[config.mk]
export PLATFORM = sky130hd
export DESIGN_NAME = dds_sweep_ctrl
export DESIGN_NICKNAME = d
export VERILOG_FILES = /design/src/rtl/dds_pkg.sv /design/src/rtl/dds_sat_add.sv /design/src/rtl/dds_sweep_ctrl.sv
export SDC_FILE = /design/constraint.sdc
export NUM_CORES = 1
export LEC_CHECK = 0
export BUFFER_PORTS_ARGS = -buffer_cell sky130_fd_sc_hd__buf_2
export CELL_PAD_IN_SITES_DETAIL_PLACEMENT = 0
export CELL_PAD_IN_SITES_GLOBAL_PLACEMENT = 1
export CORE_MARGIN = 8
export CORE_UTILIZATION = 25
export DETAILED_ROUTE_END_ITERATION = 12
export PLACE_DENSITY = 0.6
export RECOVER_POWER = 25
export SYNTH_ARGS = -nofsm -noshare
export SYNTH_HDL_FRONTEND = slang
export SYNTH_SLANG_ARGS = --single-unit
[constraint.sdc]
create_clock -name clk_i -period 10.1 [get_ports clk_i]
set_input_delay 2.525 -clock clk_i [delete_from_list [all_inputs] [get_ports clk_i]]
set_output_delay 2.525 -clock clk_i [all_outputs]
set_load 0.05 [all_outputs]
[src/rtl/dds_pkg.sv]
// Shared definitions for the DDS sweep controller: FSM state encoding.
package dds_pkg;

    typedef enum logic [1:0] {
        ST_IDLE = 2'd0,
        ST_LOAD = 2'd1,
        ST_RUN  = 2'd2,
        ST_DONE = 2'd3
    } dds_state_e;

endpackage

[src/rtl/dds_sat_add.sv]
// Clamped adder: min(a + b, limit). The sum is one bit wider so an overflowing
// add clamps to the limit instead of wrapping to a small value.
module dds_sat_add #(
    parameter int WIDTH = 16
) (
    input  logic [WIDTH-1:0] a,
    input  logic [WIDTH-1:0] b,
    input  logic [WIDTH-1:0] limit,
    output logic [WIDTH-1:0] sum
);

    logic [WIDTH:0] full_sum;

    assign full_sum = {1'b0, a} + {1'b0, b};
    assign sum      = (full_sum > {1'b0, limit}) ? limit : full_sum[WIDTH-1:0];

endmodule

[src/rtl/dds_sweep_ctrl.sv]
// Frequency-sweep controller: drives the increment/load ports of an external
// DDS phase accumulator through a start..stop ramp with a per-value dwell.
module dds_sweep_ctrl
    import dds_pkg::*;
#(
    parameter int PHASE_INC_WIDTH = 16,
    parameter int PHASE_ACC_WIDTH = 16,
    parameter int DWELL_WIDTH     = 16
) (
    input  logic                       clk_i,
    input  logic                       rst_i,
    input  logic                       start_i,
    input  logic                       abort_i,
    input  logic                       cont_i,
    input  logic [PHASE_INC_WIDTH-1:0] inc_start_i,
    input  logic [PHASE_INC_WIDTH-1:0] inc_stop_i,
    input  logic [PHASE_INC_WIDTH-1:0] inc_step_i,
    input  logic [DWELL_WIDTH-1:0]     dwell_i,
    input  logic [PHASE_ACC_WIDTH-1:0] phase_init_i,
    output logic [PHASE_INC_WIDTH-1:0] phase_inc_o,
    output logic                       phase_inc_ena_o,
    output logic [PHASE_ACC_WIDTH-1:0] phase_load_o,
    output logic                       phase_load_ena_o,
    output logic                       busy_o,
    output logic                       step_o,
    output logic                       done_o
);

    dds_state_e                 state_q, state_d;
    logic [PHASE_INC_WIDTH-1:0] start_q, start_d;
    logic [PHASE_INC_WIDTH-1:0] stop_q, stop_d;
    logic [PHASE_INC_WIDTH-1:0] step_q, step_d;
    logic [DWELL_WIDTH-1:0]     dwell_q, dwell_d;
    logic                       cont_q, cont_d;
    logic [DWELL_WIDTH-1:0]     cnt_q, cnt_d;
    logic [PHASE_INC_WIDTH-1:0] inc_q, inc_d;
    logic                       inc_ena_q, inc_ena_d;
    logic [PHASE_ACC_WIDTH-1:0] load_q, load_d;
    logic                       load_ena_q, load_ena_d;
    logic                       busy_q, busy_d;
    logic                       step_pulse_q, step_pulse_d;
    logic                       done_q, done_d;

    logic [PHASE_INC_WIDTH-1:0] next_inc;
    logic [DWELL_WIDTH:0]       cnt_plus1;
    logic                       dwell_expired;

    dds_sat_add #(
        .WIDTH (PHASE_INC_WIDTH)
    ) u_sat_add (
        .a     (inc_q),
        .b     (step_q),
        .limit (stop_q),
        .sum   (next_inc)
    );

    // A dwell of 0 expires on the first cycle, exactly like a dwell of 1.
    assign cnt_plus1     = {1'b0, cnt_q} + {{DWELL_WIDTH{1'b0}}, 1'b1};
    assign dwell_expired = cnt_plus1 >= {1'b0, dwell_q};

    always_comb begin
        state_d      = state_q;
        start_d      = start_q;
        stop_d       = stop_q;
        step_d       = step_q;
        dwell_d      = dwell_q;
        cont_d       = cont_q;
        cnt_d        = cnt_q;
        inc_d        = inc_q;
        inc_ena_d    = inc_ena_q;
        load_d       = load_q;
        load_ena_d   = 1'b0;
        busy_d       = busy_q;
        step_pulse_d = 1'b0;
        done_d       = 1'b0;

        case (state_q)
            ST_IDLE: begin
                if (start_i && !abort_i) begin
                    start_d    = inc_start_i;
                    stop_d     = inc_stop_i;
                    step_d     = inc_step_i;
                    dwell_d    = dwell_i;
                    cont_d     = cont_i;
                    cnt_d      = '0;
                    inc_d      = inc_start_i;
                    load_d     = phase_init_i;
                    load_ena_d = 1'b1;
                    inc_ena_d  = 1'b0;
                    busy_d     = 1'b1;
                    state_d    = ST_LOAD;
                end
            end
            ST_LOAD: begin
                inc_ena_d = 1'b1;
                cnt_d     = '0;
                state_d   = ST_RUN;
            end
            ST_RUN: begin
                if (dwell_expired) begin
                    cnt_d = '0;
                    if (inc_q < stop_q) begin
                        inc_d        = next_inc;
                        step_pulse_d = 1'b1;
                    end else if (cont_q) begin
                        inc_d        = start_q;
                        step_pulse_d = 1'b1;
                    end else begin
                        inc_ena_d = 1'b0;
                        done_d    = 1'b1;
                        state_d   = ST_DONE;
                    end
                end else begin
                    cnt_d = cnt_plus1[DWELL_WIDTH-1:0];
                end
            end
            ST_DONE: begin
                busy_d  = 1'b0;
                state_d = ST_IDLE;
            end
            default: state_d = ST_IDLE;
        endcase

        // Abort wins over everything: the increment value is frozen, not advanced.
        if (abort_i) begin
            state_d      = ST_IDLE;
            inc_d        = inc_q;
            cnt_d        = '0;
            inc_ena_d    = 1'b0;
            load_ena_d   = 1'b0;
            busy_d       = 1'b0;
            step_pulse_d = 1'b0;
            done_d       = 1'b0;
        end
    end

    always_ff @(posedge clk_i or posedge rst_i) begin
        if (rst_i) begin
            state_q      <= ST_IDLE;
            start_q      <= '0;
            stop_q       <= '0;
            step_q       <= '0;
            dwell_q      <= '0;
            cont_q       <= 1'b0;
            cnt_q        <= '0;
            inc_q        <= '0;
            inc_ena_q    <= 1'b0;
            load_q       <= '0;
            load_ena_q   <= 1'b0;
            busy_q       <= 1'b0;
            step_pulse_q <= 1'b0;
            done_q       <= 1'b0;
        end else begin
            state_q      <= state_d;
            start_q      <= start_d;
            stop_q       <= stop_d;
            step_q       <= step_d;
            dwell_q      <= dwell_d;
            cont_q       <= cont_d;
            cnt_q        <= cnt_d;
            inc_q        <= inc_d;
            inc_ena_q    <= inc_ena_d;
            load_q       <= load_d;
            load_ena_q   <= load_ena_d;
            busy_q       <= busy_d;
            step_pulse_q <= step_pulse_d;
            done_q       <= done_d;
        end
    end

    assign phase_inc_o      = inc_q;
    assign phase_inc_ena_o  = inc_ena_q;
    assign phase_load_o     = load_q;
    assign phase_load_ena_o = load_ena_q;
    assign busy_o           = busy_q;
    assign step_o           = step_pulse_q;
    assign done_o           = done_q;

endmodule

==> results.py, run 1 <==
metrics = {
    "logic_synthesis": {
        "synth_edf_count": 0,
        "synth.most_common_cell": "dfrtp_1",
        "synth-adder-area-share_pct": 12.4,
        "synth_fp_nets": 843,
        "synthXorXnorAreaFrac_pct": 3.23,
        "synthSimpleGateAreaFrac_pct": 10.3,
        "yosysSeqAreaShare_pct": 42.7,
        "synth_common_cells": "120 x dfrtp_1, 68 x ha_1, 51 x inv_1",
        "synth-main-ff-cell": "dfrtp_1",
        "syn_area_per_cell_sq_um": 10.2,
        "synth_top_family_by_area": "compound AO/OA/AOI/OAI gates",
        "muxShareOfSynthArea_pct": 8.26,
        "ys_top_cells_by_area": "dfrtp_1 43%, ha_1 12%, mux2_2 7.8%",
        "synth-compound-area-share_pct": 18.6,
        "synth_warnings": 0,
        "netlist_instances": 689,
        "synth_area_sq_um": 7040,
        "yosysTopAreaCell": "dfrtp_1",
        "async_reset_ff_share_pct": 100,
        "ys_ff_latch": 120,
        "synth_cell_types": 59,
        "synth.top_cell.area_share_pct": 42.7,
    },
    "global_routing": {
        "grt_overflow": 0,
        "grt_max_degree": 77,
        "track_usage_pct": 12.2,
        "grt_pass1_wl_mm": 32.1,
        "grt_pass1_vias": 5772,
        "antenna_found_initial": 6,
    },
    "routing": {
        "wire_per_inst_um": 16.5,
        "vias_per_cell": 4.57,
        "num_vias": 5469,
        "drc": 0,
        "routed_wl_mm": 19.8,
        "drt_iter0_markers": 277,
        "firstDrtPassIters": 6,
        "drtAntennaViolNets": 0,
    },
    "cts": {
        "cts-root-buf": "clkbuf_16",
        "cts.clk_slew.worst_paths_ns": 0.06,
        "cts_resized": 0,
        "cts_buffers": 17,
        "insertion_delay_ns": 0.42,
        "cts.path.max_buffers": 2,
        "postCtsHoldBufs": 0,
        "cts_tree": "yes",
        "cts_htree_levels": 4,
        "cts_sinks": 120,
        "post_cts_buffers": 0,
    },
    "power": {
        "vdd_drop_max_v": 0.000230,
        "power_density_nw_per_um2": 407,
        "p_leak_nw": 3.98,
        "power_mw": 3.51,
    },
    "floorplan": {
        "rows": 61,
        "die-width_um": 184,
        "die_y_um": 184,
        "die-area_sq_um": 33800,
        "num_io_pins": 122,
        "initial_core_util_pct": 25.3,
        "core_sq_um": 27800,
    },
    "sta": {
        "maxSlewViolCount": 92,
        "tns_ns": 0,
        "worst_pin_slew_ns": 2.84,
        "fin_crit_sh_pct": 59.1,
        "fmaxAchievable_ghz": 0.168,
        "setup-violations-final": 0,
        "slew_headroom_pct": -90.3,
        "rsz0062_at_grt": "no",
        "skew_ns": 0.0107,
        "hold_violations": 0,
        "fin_crit_ns": 5.97,
    },
    "place": {
        "portBuffers": 121,
        "globalplace.congestion": 0.765,
        "dpl.hpwl_mm": 14.7,
    },
    "setup_path": {
        "crit_family": "simple AND/OR/NAND/NOR gates",
        "required_ns": 10.39,
        "path_cells": "clkbuf_1, nand2_1, nor2_1, buf_4, mux2_2",
        "cp.buffers_inverters": 2,
        "end_kind": "register",
        "path_class": "in2reg",
        "critPathMaxStageDelay_ns": 2.09,
        "start_kind": "input port",
        "critPathMaxFanout": 70,
        "slowest_stage": "nor2_1",
        "arrival_ns": 6.26,
    },
    "cells_and_area": {
        "area_delta_synth_final_pct": 22.7,
        "nets": 961,
        "drive_above_1_share_pct": 24.1,
    },
    "min_path": {
        "min_path_type": "reg2reg",
    },
    "flow_run": {
        "maxCapViolCount": 2,
    },
    "outcome": {
        "status": "complete, but fails checks",
        "violations": "capacitance limit, slew limit",
    },
}
==> per-layer routing <==
layer,vias to the layer above,GRT usage (%),share of wire [%]
li1,2729,-,-
met1,2587,15.6,47
met2,113,18.7,44
met3,30,4.80,7.2
met4,10,3.65,1.5
met5,-,0,0.31
==> cell type report <==
cell class / count / area (sq um)
antenna: 1 / 2.50
clock buffer: 20 / 457
clock inverter: 11 / 173
fill: 2973 / 19100
inverter: 51 / 193
multi-input combinational: 490 / 3710
sequential: 120 / 3000
tap: 378 / 473
timing repair buffer: 127 / 627
==> cell families after synthesis <==
| family | count (synthesis) |
|---|---|
| buffers and inverters | 79 |
| multiplexers | 52 |
| XOR/XNOR | 26 |
| AO/OA/AOI/OAI | 188 |
| adder cells (fa/ha/maj) | 69 |
| flip-flops | 120 |
| AND/OR/NAND/NOR | 155 |
==> power breakdown <==
part | total, mW | internal [mW] | switching [mW]
Combinational | 2.04 | 0.772 | 1.27
Sequential | 0.811 | 0.680 | 0.131
Clock | 0.659 | 0.425 | 0.234
Total | 3.51 | 1.88 | 1.64
==> final timing paths <==
check	from	endpoint	slack, ns	depth (start not counted)
max	start_i	phase_load_o[13]	4.13	5
min	start_q[10]	start_q[10]	0.50	1
max reg2reg	phase_inc_o[0]	phase_inc_o[10]	5.48	17
min reg2reg	start_q[10]	start_q[10]	0.50	1
max in group asynchronous	rst_i	stop_q[13]	5.67	3
min in group asynchronous	rst_i	phase_load_o[15]	2.63	2
==> placed cells by master, fill, tap and decap left out, types with 25 or more instances in the layout <==
| cell type | netlist | routed |
|---|---|---|
| dfrtp_1 | 120 | 120 |
| ha_1 | 68 | 68 |
| nor2_1 | 37 | 38 |
| nand3_1 | 25 | 25 |
| o21ai_0 | 46 | 46 |
| nand2_1 | 48 | 48 |
| mux2_2 | 49 | 49 |
| inv_1 | 51 | 50 |
| buf_2 | 2 | 102 |
| a21oi_1 | 33 | 33 |
==> sequential cells by signal, indices dropped and copies added (netlist names), 2 cells and up <==
signal / cells
cnt_q: 16
dwell_q: 16
phase_inc_o: 16
phase_load_o: 16
start_q: 16
step_q: 16
stop_q: 16
state_q: 2
==> stage by stage <==
stage | std cells | utilization (%) | worst slack [ns] | area (sq um) | hold WS [ns]
5_1_grt | 1197 | 31.1 | 3.73 | 8640 | 0.516
4_1_cts | 1197 | 31.2 | 5.48 | 8670 | 0.504
3_3_place_gp | 1166 | 29.0 | 5.18 | 8040 | 0.485
2_1_floorplan | 689 | - | 4.39 | 7040 | 0.475
3_5_place_dp | 1166 | 29.0 | 5.14 | 8040 | 0.490
6_report | 1198 | 31.1 | 4.13 | 8640 | 0.500
Note: power is estimated with default switching activity, not from simulation.
==> run 2: changes to the inputs <==
==> constraint.sdc (replaced) <==
create_clock -name clk_i -period 6 [get_ports clk_i]
set_input_delay 1.5 -clock clk_i [delete_from_list [all_inputs] [get_ports clk_i]]
set_output_delay 1.5 -clock clk_i [all_outputs]
set_load 0.05 [all_outputs]
==> run 2 against run 1 <==
Net effect: the run still ends with capacitance limit, slew limit left; register-to-register slack worse by 4.0 ns; sequential cell count unchanged; clock skew up 0.0074 ns; clock power up 53%; sequential power up 68%; global-route usage up 0.10 points; hold slack better by 0.0032 ns; utilization about the same; via count up 1.4%; worst setup slack worse by 2.6 ns; wire length up 1.1%; die area unchanged.
==> results.py, run 2 (synthesis gave the netlist of run 1 again) <==
metrics = {
    "place": {
        "dpl.hpwl_mm": 14.8,
        "portBuffers": 121,
        "globalplace.congestion": 0.807,
        "placed_area_sq_um": 8060,
        "preCtsSetupSlack_ns": 1.58,
    },
    "setup_path": {
        "end_kind": "register",
        "critPathMaxFanout": 30,
        "cp_common_cell": "ha_1",
        "r2r_cells": 17,
        "required_ns": 6.30,
        "critPathMaxStageDelay_ns": 0.47,
        "start_kind": "register",
        "rr_endpoint": "phase_inc_o[10]",
        "path_class": "reg2reg",
        "r2r_slack_ns": 1.51,
        "crit_family": "compound AO/OA/AOI/OAI gates",
        "crit-reg2reg-launch": "phase_inc_o[0]",
        "slowest_stage": "o311a_4",
        "cp.buffers_inverters": 0,
        "path_cells": "ha_1, fa_1, a211oi_2, o21bai_2, a2111oi_4, o41ai_1, a21oi_2, xnor2_1, ha_1, nand2_1, nor3_1, a21boi_0, o32ai_1, o311a_4, o21ai_1, a21o_1, a221o_1",
        "arrival_ns": 4.79,
    },
    "routing": {
        "wire_per_inst_um": 16.6,
        "vias_per_cell": 4.62,
        "routed_wl_mm": 20.0,
        "firstDrtPassIters": 4,
        "num_vias": 5547,
        "drc": 0,
        "drtAntennaViolNets": 0,
        "drt_iter0_markers": 311,
    },
    "sta": {
        "maxSlewViolCount": 51,
        "worst_pin_slew_ns": 2.32,
        "skew_ns": 0.0181,
        "fin_crit_sh_pct": 74.8,
        "fmaxAchievable_ghz": 0.223,
        "tns_ns": 0,
        "rsz0062_at_grt": "no",
        "slew_headroom_pct": -55.2,
        "hold_violations": 0,
        "fin_crit_ns": 4.49,
        "timing.final.ws_setup_ns": 1.51,
        "setup-violations-final": 0,
    },
    "global_routing": {
        "antenna_found_initial": 7,
        "grt_max_degree": 90,
        "grt_overflow": 0,
        "grt_pass1_vias": 5749,
        "track_usage_pct": 12.3,
        "grt_pass1_wl_mm": 32.3,
    },
    "outcome": {
        "violations": "capacitance limit, slew limit",
        "status": "complete, but fails checks",
    },
    "power": {
        "p_seq_share_pct": 23.3,
        "p_sw_mw": 2.82,
        "p_leak_nw": 4.02,
        "power_frac_clock_pct": 17.3,
        "power.internal_mw": 3.01,
        "vdd_drop_max_v": 0.000445,
        "power_density_nw_per_um2": 675,
        "p_sw_share_pct": 48.3,
        "p_comb_share_pct": 59.4,
    },
    "floorplan": {
        "core_sq_um": 27800,
        "rows": 61,
        "num_io_pins": 122,
        "initial_core_util_pct": 25.3,
        "die-area_sq_um": 33800,
        "die-width_um": 184,
        "die_y_um": 184,
    },
    "cts": {
        "cts_tree": "yes",
        "cts_buffers": 17,
        "cts.path.max_buffers": 2,
        "cts.clk_slew.worst_paths_ns": 0.07,
        "post_cts_buffers": 0,
        "cts_htree_levels": 4,
        "cts_sinks": 120,
        "postCtsHoldBufs": 0,
        "cts-root-buf": "clkbuf_16",
        "cts_resized": 0,
        "insertion_delay_ns": 0.43,
    },
    "min_path": {
        "holdPathEnd": "phase_load_o[13]",
        "min_path_type": "reg2reg",
        "hold_depth": 1,
        "min_from": "phase_load_o[13]",
    },
    "cells_and_area": {
        "final_cell_mix": "120 x dfrtp_1, 120 x buf_2, 68 x ha_1",
        "design_area_sq_um": 8630,
        "multiInputGateArea_sq_um": 3720,
        "n_fill_cell": 2990,
        "nets": 962,
        "drive_above_1_share_pct": 26.7,
        "area_delta_synth_final_pct": 22.6,
        "regArea_sq_um": 3000,
    },
    "flow_run": {
        "maxCapViolCount": 1,
    },
}
run 2: changes by cell type in the layout (fill, tap and decap cells not counted), sizes merged:
cell,previous run,this run
clkbuf,39,19
buf,108,126
inv,50,61
bufinv,4,0
clkinvlp,5,3
clkinv,3,2
diode,1,2
run 2: layout make-up:
class / instances / area share, %
Sequential cell: 120 / 34.8
Tap cell: 378 / 5.48
Clock inverter: 15 / 1.70
Antenna cell: 2 / 0.0580
Multi-Input combinational cell: 490 / 43.1
Timing Repair Buffer: 128 / 7.71
Inverter: 51 / 2.23
Clock buffer: 17 / 4.93
run 2: worst max-delay path by stage:
| stage | startpoint | endpoint | slack, ns | cells after the start |
|---|---|---|---|---|
| 2_1_floorplan | rst_i | busy_o | 1.31 | 1 |
| 3_3_place_gp | phase_inc_o[0] | phase_inc_o[10] | 1.62 | 17 |
| 3_5_place_dp | phase_inc_o[0] | phase_inc_o[10] | 1.58 | 17 |
| 4_1_cts | phase_inc_o[0] | phase_inc_o[10] | 1.51 | 17 |
| 5_1_grt | phase_inc_o[0] | phase_inc_o[10] | 1.16 | 17 |
| 6_report | phase_inc_o[0] | phase_inc_o[10] | 1.51 | 17 |
run 2: power groups by stage:
stage,clock network (mW),logic [mW],registers [mW]
floorplan,0,2.41,1.72
global placement,0,3.48,1.36
detailed placement,0,3.46,1.37
CTS,1.04,3.49,1.36
global route,1.07,3.92,1.41
finish,1.01,3.46,1.36
run 2: metal layers:
metal	vias up	routed length, um	global-route usage (%)	part of all wire [%]
met5	-	59	0	0.30
li1	2743	-	-	-
met4	10	197	3.39	0.99
met2	132	8740	18.8	44
met1	2640	9710	16.2	49
met3	22	1290	4.29	6.4
run 2: metrics by stage:
stage / hold slack [ns] / util [%] / total power [mW] / cells
after floorplan: 0.475 / - / 4.13 / 689
after global placement: 0.484 / 29.0 / 4.84 / 1167
after detailed placement: 0.489 / 29.0 / 4.84 / 1167
after CTS: 0.506 / 31.1 / 5.90 / 1199
after global routing: 0.520 / 31.1 / 6.40 / 1201
final: 0.503 / 31.1 / 5.83 / 1201
